## src/rtl/mc_control_fsm_pkg.sv

```systemverilog
// Shared encodings for the multi-cycle control unit: opcodes, state codes,
// ALU operation and ALU B-source selects.
package mc_control_fsm_pkg;

  localparam logic [3:0] OP_ADD  = 4'b0000;
  localparam logic [3:0] OP_ADI  = 4'b0001;
  localparam logic [3:0] OP_NAND = 4'b0010;
  localparam logic [3:0] OP_BEQ  = 4'b1000;
  localparam logic [3:0] OP_SW   = 4'b1001;
  localparam logic [3:0] OP_LW   = 4'b1010;

  typedef enum logic [3:0] {
    S_FETCH    = 4'd0,
    S_DECODE   = 4'd1,
    S_EXEC_R   = 4'd2,
    S_EXEC_I   = 4'd3,
    S_WB_ALU   = 4'd4,
    S_MEM_ADDR = 4'd5,
    S_MEM_RD   = 4'd6,
    S_WB_MEM   = 4'd7,
    S_MEM_WR   = 4'd8,
    S_BRANCH   = 4'd9,
    S_HALT     = 4'd15
  } state_t;

  localparam logic [1:0] ALU_ADD   = 2'b00;
  localparam logic [1:0] ALU_SUB   = 2'b01;
  localparam logic [1:0] ALU_NAND  = 2'b10;
  localparam logic [1:0] ALU_PASSB = 2'b11;

  localparam logic [1:0] SRCB_REG = 2'b00;
  localparam logic [1:0] SRCB_ONE = 2'b01;
  localparam logic [1:0] SRCB_IMM = 2'b10;

  function automatic logic is_rtype(input logic [3:0] op);
    return (op == OP_ADD) || (op == OP_NAND);
  endfunction

endpackage

```

## src/rtl/mc_cond_eval.sv

```systemverilog
// Condition evaluation for ADD/NAND conditional execution on the stored
// zero/carry flags; non-R-type instructions always execute.
module mc_cond_eval
  import mc_control_fsm_pkg::*;
(
  input  logic [3:0] opcode,
  input  logic [1:0] cz,
  input  logic       zero,
  input  logic       carry,
  output logic       cond,
  output logic       cz_illegal
);

  logic rtype;

  assign rtype      = is_rtype(opcode);
  assign cz_illegal = rtype && (cz == 2'b11);

  always_comb begin
    cond = 1'b1;
    if (rtype) begin
      case (cz)
        2'b00:   cond = 1'b1;
        2'b10:   cond = carry;
        2'b01:   cond = zero;
        default: cond = 1'b0;
      endcase
    end
  end

endmodule

```

## src/rtl/mc_control_fsm.sv

```systemverilog
// Multi-cycle control FSM for the 16-bit core. Define ILLEGAL_HALT_EN to make
// an illegal opcode enter a sticky HALT state instead of being skipped.
module mc_control_fsm
  import mc_control_fsm_pkg::*;
#(
  parameter int STATE_W = 4,
  parameter int ALUOP_W = 2
) (
  input  logic               clk,
  input  logic               reset,
  input  logic [3:0]         opcode,
  input  logic [1:0]         cz,
  input  logic               zero,
  input  logic               carry,
  input  logic               alu_zero,
  input  logic               mem_ready,
  output logic               pc_write,
  output logic               pc_src,
  output logic               ir_write,
  output logic               iord,
  output logic               mem_read,
  output logic               mem_write,
  output logic               reg_write,
  output logic               reg_dst,
  output logic               result_src,
  output logic               alu_src_a,
  output logic [1:0]         alu_src_b,
  output logic [ALUOP_W-1:0] alu_op,
  output logic               flag_write,
  output logic               illegal,
  output logic [STATE_W-1:0] state
);

  state_t state_reg, state_next;
  logic   cond_reg;
  logic   cond, cz_illegal;

  mc_cond_eval u_cond (
    .opcode     (opcode),
    .cz         (cz),
    .zero       (zero),
    .carry      (carry),
    .cond       (cond),
    .cz_illegal (cz_illegal)
  );

  // Condition is frozen at DECODE so the flag update in EXEC_R cannot
  // change whether the same instruction writes back.
  always_ff @(posedge clk or posedge reset) begin
    if (reset) begin
      state_reg <= S_FETCH;
      cond_reg  <= 1'b0;
    end else begin
      state_reg <= state_next;
      if (state_reg == S_DECODE) cond_reg <= cond;
    end
  end

  assign state = STATE_W'(state_reg);

  always_comb begin
    state_next = state_reg;
    pc_write   = 1'b0;
    pc_src     = 1'b0;
    ir_write   = 1'b0;
    iord       = 1'b0;
    mem_read   = 1'b0;
    mem_write  = 1'b0;
    reg_write  = 1'b0;
    reg_dst    = 1'b0;
    result_src = 1'b0;
    alu_src_a  = 1'b0;
    alu_src_b  = SRCB_REG;
    alu_op     = ALUOP_W'(ALU_ADD);
    flag_write = 1'b0;
    illegal    = 1'b0;

    case (state_reg)
      S_FETCH: begin
        mem_read  = 1'b1;
        alu_src_b = SRCB_ONE;
        ir_write  = mem_ready;
        pc_write  = mem_ready;
        if (mem_ready) state_next = S_DECODE;
      end
      S_DECODE: begin
        alu_src_b = SRCB_IMM;
        case (opcode)
          OP_ADD, OP_NAND: state_next = cz_illegal ? S_FETCH : S_EXEC_R;
          OP_ADI:          state_next = S_EXEC_I;
          OP_LW, OP_SW:    state_next = S_MEM_ADDR;
          OP_BEQ:          state_next = S_BRANCH;
          default:         state_next = S_FETCH;
        endcase
        if (cz_illegal || !(is_rtype(opcode) || opcode == OP_ADI || opcode == OP_LW
                            || opcode == OP_SW || opcode == OP_BEQ)) begin
          illegal = 1'b1;
`ifdef ILLEGAL_HALT_EN
          state_next = S_HALT;
`else
          state_next = S_FETCH;
`endif
        end
      end
      S_EXEC_R: begin
        alu_src_a  = 1'b1;
        alu_op     = ALUOP_W'((opcode == OP_NAND) ? ALU_NAND : ALU_ADD);
        flag_write = cond_reg;
        state_next = S_WB_ALU;
      end
      S_EXEC_I: begin
        alu_src_a  = 1'b1;
        alu_src_b  = SRCB_IMM;
        flag_write = 1'b1;
        state_next = S_WB_ALU;
      end
      S_WB_ALU: begin
        reg_dst    = (opcode == OP_ADI);
        reg_write  = cond_reg;
        state_next = S_FETCH;
      end
      S_MEM_ADDR: begin
        alu_src_a  = 1'b1;
        alu_src_b  = SRCB_IMM;
        state_next = (opcode == OP_LW) ? S_MEM_RD : S_MEM_WR;
      end
      S_MEM_RD: begin
        iord     = 1'b1;
        mem_read = 1'b1;
        if (mem_ready) state_next = S_WB_MEM;
      end
      S_WB_MEM: begin
        reg_dst    = 1'b1;
        result_src = 1'b1;
        reg_write  = 1'b1;
        state_next = S_FETCH;
      end
      S_MEM_WR: begin
        iord      = 1'b1;
        mem_write = 1'b1;
        if (mem_ready) state_next = S_FETCH;
      end
      S_BRANCH: begin
        alu_src_a  = 1'b1;
        alu_op     = ALUOP_W'(ALU_SUB);
        pc_src     = 1'b1;
        pc_write   = alu_zero;
        state_next = S_FETCH;
      end
`ifdef ILLEGAL_HALT_EN
      S_HALT: begin
        illegal    = 1'b1;
        state_next = S_HALT;
      end
`endif
      default: state_next = S_FETCH;
    endcase

    // Asserting reset kills any in-flight request without waiting for a clock.
    if (reset) begin
      pc_write   = 1'b0;
      ir_write   = 1'b0;
      mem_read   = 1'b0;
      mem_write  = 1'b0;
      reg_write  = 1'b0;
      flag_write = 1'b0;
      illegal    = 1'b0;
      alu_src_b  = SRCB_REG;
    end
  end

endmodule

```

## config.mk

```make
export PLATFORM = sky130hd
export DESIGN_NAME = mc_control_fsm
export DESIGN_NICKNAME = d
export VERILOG_FILES = /design/src/rtl/mc_control_fsm_pkg.sv /design/src/rtl/mc_cond_eval.sv /design/src/rtl/mc_control_fsm.sv
export SDC_FILE = /design/constraint.sdc
export NUM_CORES = 1
export LEC_CHECK = 0
export ABC_AREA = 1
export BUFFER_PORTS_ARGS = -buffer_cell sky130_fd_sc_hd__buf_2
export CORE_MARGIN = 2
export CORE_UTILIZATION = 37
export DETAILED_ROUTE_END_ITERATION = 8
export MAX_ROUTING_LAYER = met4
export PLACE_DENSITY = 0.79
export SYNTH_ARGS = -nofsm -noshare
export SYNTH_HDL_FRONTEND = slang
export SYNTH_HIERARCHICAL = 1
export SYNTH_SLANG_ARGS = --single-unit
```

## constraint.sdc

```tcl
create_clock -name clk -period 2 [get_ports clk]
set_input_delay 0.4 -clock clk [delete_from_list [all_inputs] [get_ports clk]]
set_output_delay 0.4 -clock clk [all_outputs]
set_load 0.005 [all_outputs]
```

==> qor.yml, run 1 <==
fp.dieW_um: 42.4
p_comb_share_pct: 52.8
netlist.area_leader.share_pct: 24.7
synthToLayoutAreaGrowth_pct: 36.4
hold_slack_ns: 0.152
insertedDiodeCount: 0
ys.flop_type: "dfrtp_1"
fp.dieArea_sq_um: 1800
portBuffers: 31
critPathCaptureType: "output port"
cts-root-buf: "clkbuf_4"
power_w: 0.000601
maxCapViolCount: 0
period_minus_slack_ns: 1.86
yosys-top-cells-area: "nand2_1 (25%), dfrtp_1 (23%), nor2_1 (12%), inv_1 (10%), nand3_1 (6.4%)"
outcome: "completed"
place.gp.congestion: 0.853
p_per_area_nw_per_um2: 806
drt-met1-wl_um: 695
insertion_delay_ns: 0.24
synth.most_common_cell: "nand2_1"
path_buf_inv: 3
ys_types: 19
p_int_w: 0.000329
tightestPinTransition_ns: 0.261
leakagePower_nw: 0.485
avgSynthCellArea_sq_um: 5.41
ant_nets: 0
p_switching_w: 0.000272
wl_met2_um: 664
synth_warnings: 6
drt-vias-per-instance: 4.83
crit_fanout: 5
drive_above_1_share_pct: 31.1
clock-sinks: 5
cp_slowest_stage_delay_ns: 0.41
wirelength_um: 1470
rows: 13
dr_total_vias: 725
synth-async-reset-ratio_pct: 100
ios: 32
core_area_sq_um: 1330
hold_viol: 0
post_drt_wl_per_cell_um: 9.82
drc: 0
die_h_um: 42.4
finalSetupViolCount: 0
hpwlAfterDp_um: 1220
layout.nets: 148
synth_top_area_cell: "nand2_1"
clockPowerShare_pct: 19.0
grt_max_degree: 10
yosysSeqAreaShare_pct: 22.9
cp-start-kind: "flop"
wl_met3_um: 80
cts_inserted_buffers: 3
drtPass1Iterations: 4
largest_reg_flops: 4
fmaxAchievable_ghz: 0.538
worstSetupPathType: "reg2out"
fin_cells: 150
critPathMostFrequentCell: "inv_1"
crit_chain: "inv_1 > nand2_1 > inv_1 > nand3_1 > a21oi_1 > buf_2"
cts_tree: "done"
drv_slew: 0
antenna_found_initial: 0
start_util_pct: 41.0
ys_seq_elements: 5
critical_path.top_delay_family: "buffers and inverters"
cts_resized: 0
switching_share_pct: 45.3
first_global_vias: 582
cts_buffer_depth: 2
finalCritPeriodShare_pct: 93.0
routed.top_layer: "met4"
track_usage_pct: 18.5
dp_cells: 146
grt_pass1_wl_um: 2420
cts_htree_levels: 1
critPathSlowestCell: "dfrtp_1"
critical_path_arrival_ns: 1.46
drtIter0Drc: 5
cts_setup_buffers: 0
path_clk_slew_ns: 0.04
overflow: 0
hold_buffers: 0
synthCells: 101
finalSetupTns_ns: 0
max-slew-margin-rel_pct: 82.6
rsz0062_at_grt: "false"
finClkSkew_ns: 0.00253
min_path_type: "in2async"
ir_drop_mv: 0.289
worstPathRequired_ns: 1.60
synthTopCellsByCount: "nand2_1 (36), nor2_1 (18), inv_1 (15)"
synth_edf_count: 0
netlist_area_sq_um: 547
syn_nets: 113
seq_power_share_pct: 28.2
## cell families after synthesis
group                  share of synthesized area, %
DFF                                            22.9
AOI/OAI and AO/OA                              7.78
buffers and inverters                          11.7
and+or+nand+nor                                57.7
## power groups by stage
stage                     registers (W)  clock network, W  logic [W]
after floorplan                0.000163                 0   0.000211
after global placement         0.000168                 0   0.000309
after detailed placement       0.000168                 0   0.000314
after CTS                      0.000166          0.000120   0.000316
after global routing           0.000174          0.000130   0.000364
final                          0.000170          0.000114   0.000317
## stage by stage
| step | util (%) | instance area, sq um | setup WS (ns) |
|---|---|---|---|
| floorplan | - | 547 | 0.577 |
| global placement | 53.8 | 717 | 0.366 |
| detailed placement | 53.8 | 717 | 0.357 |
| CTS | 55.7 | 743 | 0.0881 |
| global route | 55.9 | 746 | 0.0101 |
| finish | 55.9 | 746 | 0.140 |
## final timing paths
| check | from | end | slack (ns) | cells after the start |
|---|---|---|---|---|
| worst max-delay path | state[3]$_DFFE_PP0P_ | reg_write | 0.14 | 6 |
| worst min-delay path | reset | cond_reg$_DFFE_PP0P_ | 0.15 | 2 |
| worst min register to register | cond_reg$_DFFE_PP0P_ | cond_reg$_DFFE_PP0P_ | 0.49 | 2 |
| min in group clk | mem_ready | state[3]$_DFFE_PP0P_ | 0.40 | 2 |
| worst max register to register | state[3]$_DFFE_PP0P_ | state[0]$_DFFE_PP0P_ | 0.76 | 8 |
| max in group asynchronous | reset | state[0]$_DFFE_PP0P_ | 1.67 | 2 |
## worst reg2reg max path, cell delays in order, from the launching register on
cell and delay [ns]:
dfrtp_1 0.41, inv_1 0.16, nand2_1 0.12, inv_1 0.13, nand2_1 0.09, nand3_1 0.07
nand2_1 0.05, nand2_1 0.06, inv_1 0.04
## layout make-up
type | count | area (sq um)
well taps | 15 | 18.8
repair buffers | 31 | 155
inverters | 16 | 60.1
multi-input cells | 79 | 360
fillers | 130 | 588
clock buffers | 4 | 26.3
flip-flops and latches | 5 | 125
## cells in the final DEF (no fill, tap or decap), drive strengths merged, types with 2 or more instances in the layout
master  count
nand2      37
buf        31
nor2       21
inv        16
nand3       7
dfrtp       5
a21oi       4
clkbuf      4
o21ai       3
nor3        2
## routing by layer
metal	track usage (%)	vias to the layer above
li1	-	377
met1	21.9	318
met2	28.0	26
met3	3.02	4
met4	13.8	0
met5	-	-
Note: power is estimated with default switching activity, not from simulation.
==> inputs of run 2 (changes only) <==
==> constraint.sdc (replaced) <==
create_clock -name clk -period 2.3 [get_ports clk]
set_input_delay 0.115 -clock clk [delete_from_list [all_inputs] [get_ports clk]]
set_output_delay 0.115 -clock clk [all_outputs]
set_load 0.005 [all_outputs]
==> run 2 against run 1 <==
Net effect:
- final cell count up 0.67%
- non-clock buffer count increased by 1
- count of clock-buffer cells in the layout is the same
- sequential share of layout area is 0.17 points lower
- register-to-register slack better by 0.31 ns
- clock skew about the same
- critical path depth did not move
- die area is the same
- largest cell class unchanged
==> qor.yml, run 2 (synthesized netlist as in run 1, its figures left out) <==
worstSetupPathType: "reg2out"
path_clk_slew_ns: 0.04  # about the same
crit_chain: "nor2_1 > nand2_1 > inv_1 > nand2_1 > a21oi_1 > buf_2"
critPathSlowestCell: "dfrtp_1"
hpwlAfterDp_um: 1190  # -2.6%
cts_tree: "done"
antenna_found_initial: 0  # unchanged
hold_slack_ns: 0.119  # -0.0323 ns
finClkSkew_ns: 0.00219  # -0.000344 ns
final_cell_area_sq_um: 753  # +1.0%
place.gp.congestion: 0.937  # +9.8%
critical_path_arrival_ns: 1.51  # +0.05 ns
drt-vias-per-instance: 4.85  # +0.43%
core_area_sq_um: 1330  # unchanged
rr_worst_depth: 6  # -2
largest_reg_flops: 4  # unchanged
min_path_type: "in2reg"
wirelength_um: 1490  # +1.4%
critPathCaptureType: "output port"
ios: 32  # unchanged
p_comb_share_pct: 53.5  # +0.7 points
clockPowerShare_pct: 18.9  # about the same
crit_fanout: 7  # +2
cts_setup_buffers: 0  # unchanged
critPathMostFrequentCell: "nand2_1"
dr_total_vias: 733  # +1.1%
grt_pass1_wl_um: 2460  # +1.7%
cts-root-buf: "clkbuf_4"
cp-start-kind: "flop"
rows: 13  # unchanged
portBuffers: 31  # unchanged
maxCapViolCount: 0  # unchanged
most-common-layout-cells: "nand2_1 (36), buf_2 (31), nor2_1 (18)"
outcome: "completed"
first_global_vias: 605  # +4.0%
leakagePower_nw: 0.488  # +0.79%
rsz0062_at_grt: "false"
fillers: 132  # +1.5%
insertedDiodeCount: 0  # unchanged
drv_slew: 0  # unchanged
hold_depth: 2
hold_viol: 0  # unchanged
max-slew-margin-rel_pct: 83.4  # +0.76 points
fmaxAchievable_ghz: 0.617
p_per_area_nw_per_um2: 700  # -13%
multi_input_area_sq_um: 358  # -0.69%
tightestPinTransition_ns: 0.248  # -0.0124 ns
post_drt_wl_per_cell_um: 9.89  # +0.69%
drive_above_1_share_pct: 30.1  # -0.96 points
clock-sinks: 5  # unchanged
fp.dieArea_sq_um: 1800  # unchanged
ir_drop_mv: 0.278  # -3.6%
grt_max_degree: 10  # unchanged
die_h_um: 42.4  # unchanged
insertion_delay_ns: 0.24  # about the same
final-seq-area_sq_um: 125  # unchanged
drtPass1Iterations: 4  # unchanged
drtIter0Drc: 12  # +7
drc: 0  # unchanged
overflow: 0  # unchanged
placed_cell_area_sq_um: 717  # unchanged
cp_slowest_stage_delay_ns: 0.45  # +0.04 ns
fp.dieW_um: 42.4  # unchanged
p_switching_w: 0.000242  # -11%
layout_commonest_cell: "nand2_1"
p_int_w: 0.000285  # -13%
finalSetupTns_ns: 0  # unchanged
cts_buffer_depth: 2  # unchanged
cts_htree_levels: 1  # unchanged
ant_nets: 0  # unchanged
worstPathRequired_ns: 2.18  # +0.58 ns
period_minus_slack_ns: 1.62
power_w: 0.000527  # -12%
finalCritPeriodShare_pct: 70.5
finalSetupViolCount: 0  # unchanged
start_util_pct: 41.0  # unchanged
track_usage_pct: 18.3  # -0.18 points
cts_inserted_buffers: 3  # unchanged
switching_share_pct: 45.9  # +0.63 points
synthToLayoutAreaGrowth_pct: 37.8
layout.nets: 149  # +0.68%
seq_power_share_pct: 27.6  # -0.6 points
-- run 2: cell count changes in the layout (fill, tap and decap cells not counted) --
cell	change
nor2_1	+1
dlygate4sd3_1	+1
nor2_2	-1
-- run 2: final timing paths --
kind                                 startpoint                    to  slack, ns
max reg2reg                state[0]$_DFFE_PP0P_  state[0]$_DFFE_PP0P_       1.07
min reg2reg                cond_reg$_DFFE_PP0P_  cond_reg$_DFFE_PP0P_       0.50
max in group asynchronous                 reset  state[1]$_DFFE_PP0P_       1.69
min in group asynchronous                 reset  state[0]$_DFFE_PP0P_       0.43
max                        state[0]$_DFFE_PP0P_              pc_write       0.68
min                                   mem_ready  state[3]$_DFFE_PP0P_       0.12
-- run 2: what timing repair did --
action / in CTS / in global routing
hold buffers: 1 / 0
endpoints found under the hold margin: 5 / 0
resized for setup: 0 / 0
-- run 2: area by class of cell --
class                   instances  share of cell area [%]
multi-input cells              79                    47.5
repair buffers                 32                    21.9
flip-flops and latches          5                    16.6
inverters                      16                    7.97
clock buffers                   4                    3.49
well taps                      15                    2.49
-- run 2: power by group through the flow --
| stage | clock network [W] | registers [W] | logic, W |
|---|---|---|---|
| 6_report | 0.0000997 | 0.000146 | 0.000282 |
| 5_1_grt | 0.000116 | 0.000149 | 0.000323 |
| 4_1_cts | 0.000101 | 0.000144 | 0.000283 |
| 3_5_place_dp | 0 | 0.000145 | 0.000280 |
| 3_3_place_gp | 0 | 0.000146 | 0.000273 |
| 2_1_floorplan | 0 | 0.000142 | 0.000183 |
-- run 2: worst max-delay path, delay by kind of cell (launching register included) --
kind	cells	cell delay [ns]
DFF	1	0.45
and+or+nand+nor	3	0.47
buffers and inverters	2	0.21
AOI/OAI and AO/OA	1	0.13
-- run 2: through the flow --
step | std cells | util, % | setup WS [ns]
finish | 151 | 56.5 | 0.680
global route | 151 | 56.5 | 0.497
CTS | 151 | 56.5 | 0.697
detailed placement | 146 | 53.8 | 0.969
global placement | 146 | 53.8 | 0.958
floorplan | 101 | - | 1.16
-- run 2: layer usage --
layer	wire (um)	share of wire (%)	up-vias	global-route usage [%]
li1	-	-	383	-
met1	668	45	312	22.9
met2	706	47	36	28.0
met3	109	7.3	2	2.16
met4	8	0.54	0	11.3
met5	0	0	-	-
